`src/rtl/multi_spinner.sv`:
```
// Multi-channel spinner/rotary position accumulator.
// Digital presses accelerate; analog axes add a scaled delta per tick.
module multi_spinner #(
   parameter int CHANNELS     = 2,
   parameter int WIDTH        = 8,
   parameter int STEP_MIN     = 1,
   parameter int STEP_MAX     = 4,
   parameter int ACCEL_TICKS  = 3,
   parameter int ANALOG_SHIFT = 4,
   parameter int INIT         = 0
) (
   input  logic                      clk,
   input  logic                      reset_n,
   input  logic [CHANNELS-1:0]       plus,
   input  logic [CHANNELS-1:0]       minus,
   input  logic [8*CHANNELS-1:0]     analog,
   input  logic [CHANNELS-1:0]       analog_en,
   input  logic [CHANNELS-1:0]       clamp,
   input  logic                      strobe,
   output logic [WIDTH*CHANNELS-1:0] spin_angle,
   output logic [CHANNELS-1:0]       moved
);

   // Sum width also covers the full analog range on narrow channels.
   localparam int SW = (WIDTH + 2 > 10) ? WIDTH + 2 : 10;
   localparam int HW = (ACCEL_TICKS > 1) ? $clog2(ACCEL_TICKS) : 1;

   localparam logic [1:0] DIR_NONE = 2'd0;
   localparam logic [1:0] DIR_UP   = 2'd1;
   localparam logic [1:0] DIR_DN   = 2'd2;

   localparam logic [WIDTH-1:0] SPD_MIN = WIDTH'(STEP_MIN);
   localparam logic [WIDTH-1:0] SPD_MAX = WIDTH'(STEP_MAX);
   localparam logic signed [SW-1:0] POS_MAX = SW'((1 << WIDTH) - 1);

   logic strobe_s1;
   logic strobe_s2;
   logic strobe_d;
   logic tick;

   // Synchronise strobe and delay it once for rising-edge detection.
   always_ff @(posedge clk or negedge reset_n) begin
      if (!reset_n) begin
         strobe_s1 <= 1'b0;
         strobe_s2 <= 1'b0;
         strobe_d  <= 1'b0;
      end else begin
         strobe_s1 <= strobe;
         strobe_s2 <= strobe_s1;
         strobe_d  <= strobe_s2;
      end
   end

   assign tick = strobe_s2 & ~strobe_d;

   for (genvar g = 0; g < CHANNELS; g++) begin : g_ch
      logic signed [7:0]    an;
      logic signed [SW-1:0] an_ext;
      logic signed [SW-1:0] an_shift;
      logic signed [SW-1:0] spd_ext;
      logic signed [SW-1:0] delta;
      logic signed [SW-1:0] sum;
      logic [WIDTH-1:0]     pos_q;
      logic [WIDTH-1:0]     pos_n;
      logic [WIDTH-1:0]     speed_q;
      logic [WIDTH-1:0]     speed_n;
      logic [WIDTH-1:0]     base_speed;
      logic [HW-1:0]        hold_q;
      logic [HW-1:0]        hold_n;
      logic [HW-1:0]        base_hold;
      logic [1:0]           dir_q;
      logic [1:0]           dir_n;
      logic                 up;
      logic                 dn;
      logic                 moved_q;
      int                   hold_inc;

      assign an     = analog[8*g +: 8];
      assign an_ext = {{(SW-8){an[7]}}, an};
      assign up     = plus[g] & ~minus[g];
      assign dn     = minus[g] & ~plus[g];

      // Next speed/hold/direction and the clamped or wrapped position.
      always_comb begin
         an_shift   = an_ext >>> ANALOG_SHIFT;
         delta      = '0;
         speed_n    = SPD_MIN;
         hold_n     = '0;
         dir_n      = DIR_NONE;
         base_speed = SPD_MIN;
         base_hold  = '0;
         hold_inc   = 0;
         spd_ext    = '0;
         if (analog_en[g]) begin
            if (an != 0 && an_shift == 0)
               delta = an[7] ? {SW{1'b1}} : SW'(1);
            else
               delta = an_shift;
         end else if (up | dn) begin
            dir_n = up ? DIR_UP : DIR_DN;
            if (dir_n == dir_q) begin
               base_speed = speed_q;
               base_hold  = hold_q;
            end
            spd_ext  = {{(SW-WIDTH){1'b0}}, base_speed};
            delta    = up ? spd_ext : -spd_ext;
            hold_inc = int'(base_hold) + 1;
            if (hold_inc >= ACCEL_TICKS) begin
               hold_n  = '0;
               speed_n = (base_speed >= SPD_MAX) ? SPD_MAX
                                                 : base_speed + 1'b1;
            end else begin
               hold_n  = HW'(hold_inc);
               speed_n = base_speed;
            end
         end
         sum = $signed({{(SW-WIDTH){1'b0}}, pos_q}) + delta;
         if (clamp[g] && sum < 0)
            pos_n = '0;
         else if (clamp[g] && sum > POS_MAX)
            pos_n = {WIDTH{1'b1}};
         else
            pos_n = sum[WIDTH-1:0];
      end

      // Commit channel state on the tick and flag a position change.
      always_ff @(posedge clk or negedge reset_n) begin
         if (!reset_n) begin
            pos_q   <= WIDTH'(INIT);
            speed_q <= SPD_MIN;
            hold_q  <= '0;
            dir_q   <= DIR_NONE;
            moved_q <= 1'b0;
         end else if (tick) begin
            pos_q   <= pos_n;
            speed_q <= speed_n;
            hold_q  <= hold_n;
            dir_q   <= dir_n;
            moved_q <= (pos_n != pos_q);
         end else begin
            moved_q <= 1'b0;
         end
      end

      assign spin_angle[WIDTH*g +: WIDTH] = pos_q;
      assign moved[g]                     = moved_q;
   end

endmodule

```
`config.mk`:
```
export PLATFORM = sky130hd
export DESIGN_NAME = multi_spinner
export DESIGN_NICKNAME = d
export VERILOG_FILES = /design/src/rtl/multi_spinner.sv
export SDC_FILE = /design/constraint.sdc
export NUM_CORES = 1
export LEC_CHECK = 0
export BUFFER_PORTS_ARGS = -buffer_cell sky130_fd_sc_hd__buf_2
export CELL_PAD_IN_SITES_DETAIL_PLACEMENT = 0
export CELL_PAD_IN_SITES_GLOBAL_PLACEMENT = 1
export CORE_ASPECT_RATIO = 0.8
export CORE_UTILIZATION = 30
export CTS_CLUSTER_DIAMETER = 100
export DETAILED_ROUTE_END_ITERATION = 7
export PLACE_DENSITY_LB_ADDON = 0.1
export SKIP_LAST_GASP = 1
export SYNTH_ARGS = -nofsm -noshare
export SYNTH_HDL_FRONTEND = slang
export SYNTH_SLANG_ARGS = --single-unit
```
`constraint.sdc`:
```
create_clock -name clk -period 13.05 [get_ports clk]
set_clock_uncertainty 0.15 [all_clocks]
set_input_delay 1.9575 -clock clk [delete_from_list [all_inputs] [get_ports clk]]
set_output_delay 1.9575 -clock clk [all_outputs]
set_load 0.1 [all_outputs]
```
==> report_table.html <==
<table>
<tr><th>Metric</th><th>Value</th></tr>
<tr><th colspan="2">Status</th></tr>
<tr><td>Outcome</td><td>finished clean</td></tr>
<tr><th colspan="2">Synth</th></tr>
<tr><td>Share of the synthesized area in the top cell type</td><td>26.4%</td></tr>
<tr><td>Share of flip-flops with an asynchronous set or reset</td><td>100%</td></tr>
<tr><td>Net count of the mapped netlist</td><td>571</td></tr>
<tr><td>Number of different library cells in the post-synthesis netlist</td><td>72</td></tr>
<tr><td>Commonest cells in the netlist</td><td>sky130_fd_sc_hd__nand2_1 (76), sky130_fd_sc_hd__o21ai_0 (55), sky130_fd_sc_hd__dfrtp_1 (43), sky130_fd_sc_hd__nor2_1 (43), sky130_fd_sc_hd__a21oi_1 (36)</td></tr>
<tr><td>Per-instance average area after synthesis</td><td>7.95 µm²</td></tr>
<tr><td>Top-count cell post-synth</td><td>sky130_fd_sc_hd__nand2_1</td></tr>
<tr><td>Most used flip-flop cell after synthesis</td><td>sky130_fd_sc_hd__dfrtp_1</td></tr>
<tr><td>Biggest area consumer among synthesized cells</td><td>sky130_fd_sc_hd__dfrtp_1</td></tr>
<tr><td>Cells after synthesis</td><td>512</td></tr>
<tr><td>Number of synthesized register bits</td><td>45</td></tr>
<tr><td>Largest cells by area after synthesis</td><td>sky130_fd_sc_hd__dfrtp_1 (26%), sky130_fd_sc_hd__ha_1 (9.2%), sky130_fd_sc_hd__nand2_1 (7.0%), sky130_fd_sc_hd__o21ai_0 (6.8%), sky130_fd_sc_hd__a21oi_1 (4.4%)</td></tr>
<tr><td>Number of enable flip-flop cells after synthesis</td><td>0</td></tr>
<tr><td>Yosys synthesis warning count</td><td>0</td></tr>
<tr><td>Netlist area before placement</td><td>0.00407 mm²</td></tr>
<tr><td>Seq/Total Area, Yosys</td><td>27.7%</td></tr>
<tr><th colspan="2">GRT</th></tr>
<tr><td>Global-route wire length before repair</td><td>18400 µm</td></tr>
<tr><td>Number of global-route vias before repair</td><td>3492</td></tr>
<tr><td>Total global routing overflow</td><td>0</td></tr>
<tr><td>Combined global-route utilization of all metal layers</td><td>16.4%</td></tr>
<tr><td>Pin count of the biggest net entering global routing</td><td>42</td></tr>
<tr><td>Initial antenna violation count</td><td>0</td></tr>
<tr><th colspan="2">Die</th></tr>
<tr><td>Die ar.</td><td>0.0140 mm²</td></tr>
<tr><td>Die Y</td><td>106 µm</td></tr>
<tr><td>Die Span X</td><td>132 µm</td></tr>
<tr><td>Std cell rows</td><td>37</td></tr>
<tr><td>Area of the core</td><td>0.0131 mm²</td></tr>
<tr><td>Initial core utilization</td><td>31.2%</td></tr>
<tr><td>Top-level I/O count</td><td>45</td></tr>
<tr><th colspan="2">Final layout</th></tr>
<tr><td>Count of inserted antenna diode cells</td><td>0</td></tr>
<tr><td>Finished Layout Cells</td><td>720</td></tr>
<tr><td>Nets@finish</td><td>604</td></tr>
<tr><td>Share of post-route cells with drive strength above 1</td><td>15.0%</td></tr>
<tr><td>Layout filler cell count</td><td>1396</td></tr>
<tr><td>Synth-to-layout area growth</td><td>12.5%</td></tr>
<tr><th colspan="2">Power and ir drop</th></tr>
<tr><td>Internal power component</td><td>0.000430 W</td></tr>
<tr><td>Max IR drop VDD</td><td>0.134 mV</td></tr>
<tr><td>Proportion of power drawn by combinational gates</td><td>63.6%</td></tr>
<tr><td>Sw Ratio</td><td>55.0%</td></tr>
<tr><td>Share of power burned in the clock network</td><td>13.5%</td></tr>
<tr><td>Areal power density over the cells</td><td>208 mW/mm²</td></tr>
<tr><td>Leakage dissipation</td><td>2.08 nW</td></tr>
<tr><td>Psw</td><td>0.000525 W</td></tr>
<tr><td>Share of power burned in registers</td><td>22.9%</td></tr>
<tr><th colspan="2">Clocking</th></tr>
<tr><td>CTS H-Tree Depth</td><td>2</td></tr>
<tr><td>Library cell used as clock root buffer</td><td>sky130_fd_sc_hd__clkbuf_16</td></tr>
<tr><td># clock sinks</td><td>45</td></tr>
<tr><td>TritonCTS Buffers</td><td>5</td></tr>
<tr><td>Post-CTS Setup Repair Bufs</td><td>0</td></tr>
<tr><td>Buffer depth of the longest clock path</td><td>2</td></tr>
<tr><td>Hold buffer count at CTS</td><td>0</td></tr>
<tr><td>Post-cts resize count</td><td>0</td></tr>
<tr><td>Worst skew pair latency</td><td>280 ps</td></tr>
<tr><td>Clock tree from TritonCTS</td><td>built</td></tr>
<tr><td>Worst-path clk slew</td><td>60 ps</td></tr>
<tr><th colspan="2">Critical path</th></tr>
<tr><td>R2R cell count</td><td>16</td></tr>
<tr><td>Capturing point of the worst reg2reg path</td><td>g_ch[1].moved_q</td></tr>
<tr><td>Worst-case register-to-register setup slack</td><td>8080 ps</td></tr>
<tr><td>CP Capture Point</td><td>g_ch[1].moved_q</td></tr>
<tr><td>Worst path required time</td><td>13100 ps</td></tr>
<tr><td>Setup CP Type</td><td>input pin to flip-flop</td></tr>
<tr><td>Worst R2R Start</td><td>g_ch[1].dir_q[0]</td></tr>
<tr><td>CP Launch Type</td><td>input pin</td></tr>
<tr><td>Type of destination of the critical path</td><td>flip-flop</td></tr>
<tr><td>Critical-path maximum fanout</td><td>16</td></tr>
<tr><td>Worst setup path startpoint</td><td>minus[1]</td></tr>
<tr><td>Arrival time at the worst endpoint</td><td>6820 ps</td></tr>
<tr><th colspan="2">Timing</th></tr>
<tr><td>Setup WS post-layout</td><td>6270 ps</td></tr>
<tr><td>Final worst path period need</td><td>6780 ps</td></tr>
<tr><td>Actual slew at the worst max-slew pin</td><td>1180 ps</td></tr>
<tr><td>Final total negative setup slack</td><td>0 ps</td></tr>
<tr><td>Final Max Tran Viols</td><td>0</td></tr>
<tr><td>Relative slew slack</td><td>21.0%</td></tr>
<tr><td>Count of endpoints failing setup in the final report</td><td>0</td></tr>
<tr><td>Share of the clock period used by the worst path</td><td>51.9%</td></tr>
<tr><td>Highest clock frequency the design can meet</td><td>148 MHz</td></tr>
<tr><td>Final hold violations</td><td>0</td></tr>
<tr><td>RSZ-0062 raised after global routing</td><td>false</td></tr>
<tr><th colspan="2">Drt</th></tr>
<tr><td>Via-per-instance ratio</td><td>5.21</td></tr>
<tr><td>Antenna-violating nets left</td><td>0</td></tr>
<tr><td>Violation count after the first detailed-route iteration</td><td>186</td></tr>
<tr><td>Detailed-routing iteration count for the pre-antenna-repair pass</td><td>5</td></tr>
<tr><td>Wire length after detailed routing</td><td>11000 µm</td></tr>
<tr><td>Wire per inst</td><td>15.3 µm</td></tr>
<tr><td>Detailed-route via count</td><td>3753</td></tr>
<tr><td>Detailed-route DRC error count</td><td>0</td></tr>
<tr><th colspan="2">Placement</th></tr>
<tr><td>Place WS</td><td>5970 ps</td></tr>
<tr><td>HPWL Detailed</td><td>8580 µm</td></tr>
<tr><td>Final weighted congestion in routability-driven placement</td><td>0.848</td></tr>
<tr><td>Cells after DPL</td><td>713</td></tr>
<tr><td>IO Port Bufs</td><td>44</td></tr>
<tr><th colspan="2">Worst hold path</th></tr>
<tr><td>Hold crit path type</td><td>flip-flop to flip-flop</td></tr>
<tr><th colspan="2">Flow run</th></tr>
<tr><td>Maximum Capacitance Violations</td><td>0</td></tr>
</table>
==> metal layers <==
| metal | GRT usage, % | vias up | part of all wire, % | wire (µm) |
|---|---|---|---|---|
| met3 | 2.58 | 5 | 3.4 | 371 |
| met5 | 0 | - | 0 | 0 |
| met2 | 24.7 | 59 | 42 | 4670 |
| met4 | 1.97 | 0 | 0.24 | 26 |
| li1 | - | 1915 | - | - |
| met1 | 25.1 | 1774 | 54 | 5960 |
==> cell usage in the layout, fill, tap and decap left out, types with 9 or more instances in the layout <==
cell,n
sky130_fd_sc_hd__o31ai_1,11
sky130_fd_sc_hd__a21oi_1,36
sky130_fd_sc_hd__xor2_1,10
sky130_fd_sc_hd__nand2_1,76
sky130_fd_sc_hd__o211ai_1,9
sky130_fd_sc_hd__buf_2,44
sky130_fd_sc_hd__nor2b_1,14
sky130_fd_sc_hd__xnor2_1,11
sky130_fd_sc_hd__dfrtp_1,43
sky130_fd_sc_hd__nand3_1,12
sky130_fd_sc_hd__nor2_1,43
sky130_fd_sc_hd__ha_1,30
sky130_fd_sc_hd__inv_1,26
sky130_fd_sc_hd__o21ai_0,55
==> per-stage QoR <==
stage	total power [W]	util, %	area, µm²	hold WS [ps]
4_1_cts	0.000961	35.1	4580	213
3_5_place_dp	0.000828	34.0	4430	198
5_1_grt	0.00103	35.1	4580	214
6_report	0.000955	35.1	4580	207
2_1_floorplan	0.000705	-	4070	181
3_3_place_gp	0.000833	34.0	4430	187
==> cell type report <==
class                   count  area [µm²]  area share [%]
clock inverters             1        7.51           0.164
flip-flops and latches     45        1130            24.6
multi-input cells         421        2750            60.1
clock buffers               6         139            3.03
repair buffers             46         235            5.14
inverters                  26        97.6            2.13
well taps                 175         219            4.78
==> how the worst min path moves through the flow <==
| stage | startpoint | end | slack (ps) | cells past startpoint |
|---|---|---|---|---|
| after detailed placement | strobe_s1 | strobe_s2 | 200 | 0 |
| after global placement | strobe_s1 | strobe_s2 | 190 | 0 |
| after CTS | strobe_s1 | strobe_s2 | 210 | 0 |
| after global routing | strobe_s1 | strobe_s2 | 210 | 0 |
| after floorplan | strobe_s1 | strobe_s2 | 180 | 0 |
| final | strobe_s1 | strobe_s2 | 210 | 0 |
==> critical path, stage by stage <==
cell and delay, ps:
sky130_fd_sc_hd__buf_2 90, sky130_fd_sc_hd__inv_1 50, sky130_fd_sc_hd__ha_1 320, sky130_fd_sc_hd__or3b_4 490
sky130_fd_sc_hd__nand2_1 360, sky130_fd_sc_hd__and2_1 230, sky130_fd_sc_hd__inv_1 50, sky130_fd_sc_hd__ha_1 260
sky130_fd_sc_hd__a21oi_1 310, sky130_fd_sc_hd__xor2_1 170, sky130_fd_sc_hd__o21ai_0 120, sky130_fd_sc_hd__ha_1 410
sky130_fd_sc_hd__o2111a_1 240, sky130_fd_sc_hd__o211ai_1 130, sky130_fd_sc_hd__a211o_1 290, sky130_fd_sc_hd__a21oi_2 440
sky130_fd_sc_hd__mux2_2 390, sky130_fd_sc_hd__a311o_1 340, sky130_fd_sc_hd__a41oi_1 160
==> power by group through the flow <==
stage	Combinational, W	Sequential [W]	Clock, W
floorplan	0.000333	0.000372	0
global placement	0.000610	0.000223	0
detailed placement	0.000606	0.000221	0
CTS	0.000608	0.000219	0.000134
global route	0.000666	0.000226	0.000139
finish	0.000607	0.000218	0.000129
==> logic make-up (layout without fill, tap and decap cells) <==
group,count (synthesis),after routing,synth area share (%)
and+or+nand+nor,203,203,24.8
xor gates and xnor gates,21,21,4.52
AOI/OAI and AO/OA,161,161,27.1
muxes,4,4,1.01
buffers and inverters,46,79,4.67
DFF,45,45,27.7
adders and majority gates,32,32,10.2
==> sequential cells by signal, summed over array words and instances (netlist names) <==
register / cells
g_ch.speed_q: 16
strobe_d: 1
g_ch.moved_q: 2
g_ch.dir_q: 4
g_ch.pos_q: 16
strobe_s2: 1
strobe_s1: 1
g_ch.hold_q: 4
Power figures use the tool's default switching activity.
